### src/rtl/page_walk_mmu.sv
// Two-level page-walking MMU: READ/WRITE are translated through PDE/PTE reads when paging is on.
// One command in flight; completion is a single-cycle o_rddata_valid pulse in RESP.
module page_walk_mmu #(
   parameter int          MEM_AW     = 16,
   parameter logic [31:0] PDIR_RESET = 32'h0
) (
   input  logic              i_clk,
   input  logic              i_reset,
   input  logic [31:0]       i_addr,
   input  logic [31:0]       i_wrdata,
   input  logic [1:0]        i_size,
   input  logic [3:0]        i_cmd,
   input  logic              i_validcmd,
   input  logic              i_usermode,
   output logic [31:0]       o_rddata,
   output logic              o_rddata_valid,
   output logic [3:0]        o_error,
   output logic [MEM_AW-1:0] o_mem_addr,
   output logic              o_mem_re,
   output logic              o_mem_we,
   output logic [3:0]        o_mem_be,
   output logic [31:0]       o_mem_wrdata,
   input  logic [31:0]       i_mem_rddata
);

   localparam logic [2:0] S_IDLE = 3'd0, S_PDE = 3'd1, S_PTE = 3'd2, S_DATA = 3'd3, S_RESP = 3'd4;
   localparam logic [3:0] C_READ = 4'd1, C_WRITE = 4'd2, C_PDIR = 4'd3, C_SPAG = 4'd4;
   localparam logic [3:0] E_NONE = 4'd0, E_ILLEGAL = 4'd1, E_ALIGN = 4'd2;
   localparam logic [3:0] E_NOTPRES = 4'd3, E_RDONLY = 4'd4, E_SUPER = 4'd5;

   logic [2:0]  r_state;
   logic        r_paging;
   logic [19:0] r_pdir;
   logic [31:0] r_va;
   logic [31:0] r_wrdata;
   logic [1:0]  r_size;
   logic        r_is_wr;
   logic        r_user;
   logic        r_walk;
   logic        r_rd_ok;
   logic [3:0]  r_err;
   logic [31:0] r_rddata;

   logic        w_misalign;
   logic [3:0]  w_cmd_err;
   logic [3:0]  w_entry_err;
   logic        w_fault;
   logic [31:0] w_phys;
   logic        w_access;
   logic [31:0] w_shift;
   logic [31:0] w_fmt;
   logic [31:0] w_rddata;
   logic [3:0]  w_be;

   always_comb begin
      w_misalign = (i_size == 2'b10 && i_addr[0]) || (i_size == 2'b11 && i_addr[1:0] != 2'b00);
      w_cmd_err  = E_NONE;
      if (i_cmd < C_READ || i_cmd > C_SPAG)
         w_cmd_err = E_ILLEGAL;
      else if ((i_cmd == C_READ || i_cmd == C_WRITE) && w_misalign)
         w_cmd_err = E_ALIGN;
   end

   // i_mem_rddata holds the PDE in S_PTE and the PTE in S_DATA (walk only)
   always_comb begin
      w_entry_err = E_NONE;
      if (!i_mem_rddata[0])
         w_entry_err = E_NOTPRES;
      else if (r_user && !i_mem_rddata[2])
         w_entry_err = E_SUPER;
      else if (r_is_wr && !i_mem_rddata[1])
         w_entry_err = E_RDONLY;
      w_fault = ((r_state == S_PTE) || (r_state == S_DATA && r_walk)) && (w_entry_err != E_NONE);
   end

   always_comb begin
      w_phys = 32'h0;
      case (r_state)
         S_PDE:   w_phys = {r_pdir, r_va[31:22], 2'b00};
         S_PTE:   w_phys = {i_mem_rddata[31:12], r_va[21:12], 2'b00};
         S_DATA:  w_phys = r_walk ? {i_mem_rddata[31:12], r_va[11:0]} : r_va;
         default: w_phys = 32'h0;
      endcase
   end

   always_comb begin
      case (r_size)
         2'b11:   w_be = 4'b1111;
         2'b10:   w_be = 4'b0011 << r_va[1:0];
         default: w_be = 4'b0001 << r_va[1:0];
      endcase
      case (r_size)
         2'b11:   o_mem_wrdata = r_wrdata;
         2'b10:   o_mem_wrdata = {2{r_wrdata[15:0]}};
         default: o_mem_wrdata = {4{r_wrdata[7:0]}};
      endcase
   end

   // reset gates strobes combinationally so an abandoned walk never touches memory again
   assign w_access   = !i_reset && !w_fault &&
                       (r_state == S_PDE || r_state == S_PTE || r_state == S_DATA);
   assign o_mem_re   = w_access && !(r_state == S_DATA && r_is_wr);
   assign o_mem_we   = w_access && (r_state == S_DATA) && r_is_wr;
   assign o_mem_be   = o_mem_we ? w_be : 4'b0000;
   assign o_mem_addr = w_phys[MEM_AW+1:2];

   always_comb begin
      w_shift = i_mem_rddata >> {r_va[1:0], 3'b000};
      if (r_size == 2'b11)
         w_fmt = i_mem_rddata;
      else if (r_size == 2'b10)
         w_fmt = w_shift & 32'h0000_FFFF;
      else
         w_fmt = w_shift & 32'h0000_00FF;
      w_rddata = r_rddata;
      if (r_state == S_RESP)
         w_rddata = r_rd_ok ? w_fmt : 32'h0;
   end

   assign o_rddata       = w_rddata;
   assign o_rddata_valid = (r_state == S_RESP) && !i_reset;
   assign o_error        = r_err;

   always_ff @(posedge i_clk) begin
      if (i_reset) begin
         r_state  <= S_IDLE;
         r_paging <= 1'b0;
         r_pdir   <= PDIR_RESET[31:12];
         r_va     <= 32'h0;
         r_wrdata <= 32'h0;
         r_size   <= 2'b00;
         r_is_wr  <= 1'b0;
         r_user   <= 1'b0;
         r_walk   <= 1'b0;
         r_rd_ok  <= 1'b0;
         r_err    <= E_NONE;
         r_rddata <= 32'h0;
      end else begin
         case (r_state)
            S_IDLE: begin
               if (i_validcmd) begin
                  r_va     <= i_addr;
                  r_wrdata <= i_wrdata;
                  r_size   <= i_size;
                  r_is_wr  <= (i_cmd == C_WRITE);
                  r_user   <= i_usermode;
                  r_walk   <= r_paging;
                  r_rd_ok  <= 1'b0;
                  if (w_cmd_err != E_NONE) begin
                     r_err   <= w_cmd_err;
                     r_state <= S_RESP;
                  end else if (i_cmd == C_PDIR) begin
                     r_pdir  <= i_addr[31:12];
                     r_err   <= E_NONE;
                     r_state <= S_RESP;
                  end else if (i_cmd == C_SPAG) begin
                     r_paging <= i_wrdata[0];
                     r_err    <= E_NONE;
                     r_state  <= S_RESP;
                  end else begin
                     r_state <= r_paging ? S_PDE : S_DATA;
                  end
               end
            end
            S_PDE: r_state <= S_PTE;
            S_PTE: begin
               if (w_fault) begin
                  r_err   <= w_entry_err;
                  r_state <= S_RESP;
               end else begin
                  r_state <= S_DATA;
               end
            end
            S_DATA: begin
               if (w_fault) begin
                  r_err <= w_entry_err;
               end else begin
                  r_err   <= E_NONE;
                  r_rd_ok <= !r_is_wr;
               end
               r_state <= S_RESP;
            end
            S_RESP: begin
               r_rddata <= w_rddata;
               r_state  <= S_IDLE;
            end
            default: r_state <= S_IDLE;
         endcase
      end
   end

endmodule

### config.mk
export PLATFORM = sky130hd
export DESIGN_NAME = page_walk_mmu
export DESIGN_NICKNAME = d
export VERILOG_FILES = /design/src/rtl/page_walk_mmu.sv
export SDC_FILE = /design/constraint.sdc
export NUM_CORES = 1
export LEC_CHECK = 0
export BUFFER_PORTS_ARGS = -buffer_cell sky130_fd_sc_hd__clkbuf_2
export CAP_MARGIN = 15
export CORE_ASPECT_RATIO = 1.25
export CORE_UTILIZATION = 25
export DETAILED_ROUTE_END_ITERATION = 10
export GPL_ROUTABILITY_DRIVEN = 1
export PLACE_DENSITY = 0.46
export SYNTH_ARGS = -nofsm -noshare
export SYNTH_HDL_FRONTEND = slang
export SYNTH_SLANG_ARGS = --single-unit
### constraint.sdc
create_clock -name i_clk -period 1.7 [get_ports i_clk]
set_input_delay 0.255 -clock i_clk [delete_from_list [all_inputs] [get_ports i_clk]]
set_output_delay 0.255 -clock i_clk [all_outputs]
set_load 0.05 [all_outputs]
==> flow_metrics.py <==
metrics = {
    "clock_tree": {
        "htree_levels": 4,
        "clock_latency_ns": 0.43,
        "clock_path_buffers": 2,
        "clock_sinks": 115,
        "cts_tree": "built",
        "cts-root-buf": "clkbuf_16",
        "cts_buffers": 17,
        "hold_buffers": 0,
        "clkTransAtPathRegs_ns": 0.06,
    },
    "floorplanning": {
        "ios": 197,
        "start_util_pct": 25.5,
        "rows": 61,
        "core_um2": 22200,
        "die_h_um": 170,
        "die_area_um2": 23300,
        "dieWidth_um": 137,
    },
    "timing": {
        "maxSlewViolCount": 0,
        "setup_ws_ns": -0.530,
        "layout_worst_path_cycle_share_pct": 131,
        "grt_setup_unrepaired": "yes",
        "layout_min_cycle_time_ns": 2.23,
        "slew_headroom_pct": 62.0,
        "hold_ws_ns": 0.0431,
        "finalClockSkew_ns": 0.00917,
        "tightest_slew_ns": 0.570,
        "finalHoldViolations": 0,
        "finalSetupViolCount": 83,
        "fmax_mhz": 448,
    },
    "synthesis": {
        "synth_commonest_cells": "nand2_1 (177), dfxtp_1 (115), a21oi_1 (102)",
        "yosysTopAreaCell": "dfxtp_1",
        "ys_warn_count": 0,
        "syn_inst": 717,
        "async_flop_share_pct": 0,
        "netlist_area_um2": 5660,
        "syn_nets": 823,
        "yosysTopAreaCellShare_pct": 40.6,
        "synth.most_common_cell": "nand2_1",
        "avgSynthCellArea_um2": 7.90,
        "synth_flop_cell": "dfxtp_1",
        "seq_area_frac_synth_pct": 40.6,
        "synth_seq_cells": 115,
        "synth.area.top_cells": "dfxtp_1 (41%), nand2_1 (12%), a21oi_1 (9.0%), mux2_2 (5.2%), mux2i_1 (3.9%)",
        "synth_edf_count": 0,
        "ys_types": 49,
    },
    "min_path": {
        "min_path_type": "in2reg",
        "hold_depth": 3,
        "whs_endpoint": "r_wrdata[21]$_SDFFE_PP0P_",
        "min-delay-start": "i_wrdata[21]",
    },
    "global_route": {
        "grt_pass1_vias": 5782,
        "antenna_found_initial": 0,
        "overflow": 0,
        "track_usage_pct": 18.4,
        "grt_pass1_wl_mm": 32.5,
        "grt_max_degree": 47,
    },
    "detailed_routing": {
        "ant_nets": 0,
        "routed_wl_mm": 21.2,
        "met1Wirelength_mm": 9.25,
        "wl_per_cell_um": 16.8,
        "post_drt_via_cell_ratio": 4.74,
        "vias": 5990,
        "highest_layer": "met4",
        "drt_first_pass_iters": 4,
        "wl_met2_mm": 10.5,
        "dr_wl_met3_mm": 1.14,
        "drtIter0Drc": 330,
        "route.detailed.drc": 0,
    },
    "layout": {
        "nets": 1073,
        "stdcell_count": 1263,
        "multi_input_area_um2": 3900,
        "fillers": 2139,
        "syn_to_final_growth_pct": 82.2,
        "drive_above_1_share_pct": 49.4,
        "antennaDiodeCount": 0,
        "fin_util_pct": 46.5,
        "ff_latch_area_um2": 2320,
        "stdcell_area_um2": 10300,
    },
    "power_and_ir_drop": {
        "peakVddDrop_mv": 0.685,
        "leakage_nw": 4.29,
        "p_per_area_nw_per_um2": 789,
    },
    "place": {
        "gp_congestion": 0.772,
        "post-place-cells": 1209,
        "pre_cts_ws_ns": -0.151,
        "postPlaceCellArea_um2": 8560,
        "port_buffers": 195,
        "dp_hpwl_mm": 15.0,
    },
    "critical_path": {
        "worstSetupPathType": "reg2out",
        "critPathMaxStageDelay_ns": 0.42,
        "setup.worst_path.start_class": "flip-flop",
        "cp-end-kind": "primary output",
        "critPathMaxFanout": 18,
        "r2r-end": "r_rddata[15]$_SDFFE_PP0N_",
        "reg2reg_depth": 5,
        "r2r_start": "r_state[1]$_SDFFE_PP0N_",
        "cpMostUsedCell": "buf_12",
        "crit_slowest_cell": "or3b_4",
        "cp_cell_sequence": "or3b_4, buf_12, nor3_4, a221o_2, buf_12",
        "required_ns": 1.44,
        "arrival_ns": 1.98,
        "critPathBufInv": 2,
        "crit_start": "r_state[1]$_SDFFE_PP0N_",
        "cp_top_family": "simple AND/OR/NAND/NOR gates",
        "r2r_slack_ns": -0.01,
    },
    "run": {
        "max_cap_violations": 0,
    },
    "status": {
        "run_status": "finished with violations",
        "violations": "negative setup slack",
    },
}
## tightest hold or removal path, cell delays in order
cell and delay (ns):
clkbuf_2 0.08, nand2_1 0.04, a21oi_1 0.05
## state kept, by name, summed over array words and instances (netlist names)
register and count:
r_paging 1, r_va 32, r_pdir 6, r_wrdata 32, r_size 2, r_state 3, r_walk 1, r_is_wr 1
r_user 1, r_rd_ok 1, r_rddata 32, o_error 3
## cells by family (layout without fill, tap and decap cells)
logic type / count (synthesis) / in the layout / share of synthesized area, %
multiplexers: 48 / 48 / 9.06
XOR/XNOR: 1 / 1 / 0.155
flip-flops: 115 / 115 / 40.6
AO/OA/AOI/OAI: 184 / 184 / 20.8
other: 1 / 1 / 0.0662
AND/OR/NAND/NOR: 290 / 290 / 23.0
buffers and inverters: 78 / 341 / 6.27
## layout make-up
class                   count  share of cell area [%]
clock buffers              17                    4.12
flip-flops and latches    115                    22.5
well taps                 283                    3.43
inverters                  14                   0.509
multi-input cells         524                    37.8
clock inverters            15                    1.41
repair buffers            295                    30.2
## routing by layer
layer | GRT usage, % | vias to the layer above
met2 | 30.2 | 142
met5 | 0 | -
met3 | 4.65 | 17
met4 | 5.70 | 0
met1 | 23.3 | 2837
li1 | - | 2994
## metrics by stage
stage               TNS, ns  power [mW]
finish               -27.73        8.14
global route         -33.40        8.49
CTS                  -29.47        8.10
detailed placement    -3.61        4.35
global placement      -2.96        4.35
floorplan             -1.10        3.80
## how the worst max path moves through the flow
| stage | to | slack (ns) | cells past startpoint |
|---|---|---|---|
| after floorplan | o_mem_be[2] | -0.18 | 5 |
| after global placement | o_mem_be[2] | -0.12 | 5 |
| after detailed placement | o_rddata[9] | -0.15 | 5 |
| after CTS | o_rddata[9] | -0.53 | 5 |
| after global routing | o_mem_be[2] | -0.59 | 5 |
| final | o_rddata[9] | -0.53 | 5 |
## timing repair
item                                    4_1_cts  5_1_grt
endpoints found under the setup margin       86       90
gates resized for setup                     138      100
cloned                                        2        2
buffers inserted                              7       17
pin swaps                                    16       25
## power breakdown
part           internal (mW)  switching (mW)  total [mW]  leakage (nW)
Combinational          0.766           0.960        1.73          3.07
Sequential              2.81           0.105        2.91         0.942
Clock                   2.05            1.46        3.50         0.278
## placed cells by master, fill, tap and decap left out, types with 3 or more instances in the layout
master / netlist / final
o21ai_1: 4 / 3
o21ai_0: 8 / 8
a21oi_4: 0 / 10
nand3_1: 4 / 4
dfxtp_1: 115 / 109
clkbuf_16: 0 / 22
dfxtp_4: 0 / 6
mux2_4: 0 / 23
a222oi_1: 6 / 6
clkbuf_2: 0 / 115
and2_1: 5 / 3
a22o_4: 0 / 15
o221ai_2: 0 / 8
or3_4: 2 / 3
a2bb2oi_2: 0 / 4
nor2_4: 1 / 19
buf_4: 10 / 65
nand3b_1: 7 / 7
a221o_2: 0 / 5
nand2_2: 0 / 19
inv_1: 13 / 13
mux2_2: 26 / 3
a2bb2oi_1: 8 / 4
a31oi_1: 3 / 3
inv_6: 0 / 7
buf_8: 0 / 28
buf_6: 1 / 16
mux2i_4: 0 / 9
a21oi_1: 102 / 92
buf_12: 0 / 65
a22oi_2: 0 / 10
nor3_1: 9 / 9
nand2_1: 177 / 158
mux2i_1: 22 / 13
nand2b_1: 8 / 7
a221o_1: 10 / 5
nor2b_1: 21 / 18
nor2_1: 39 / 20
(Power assumes the default switching activity.)
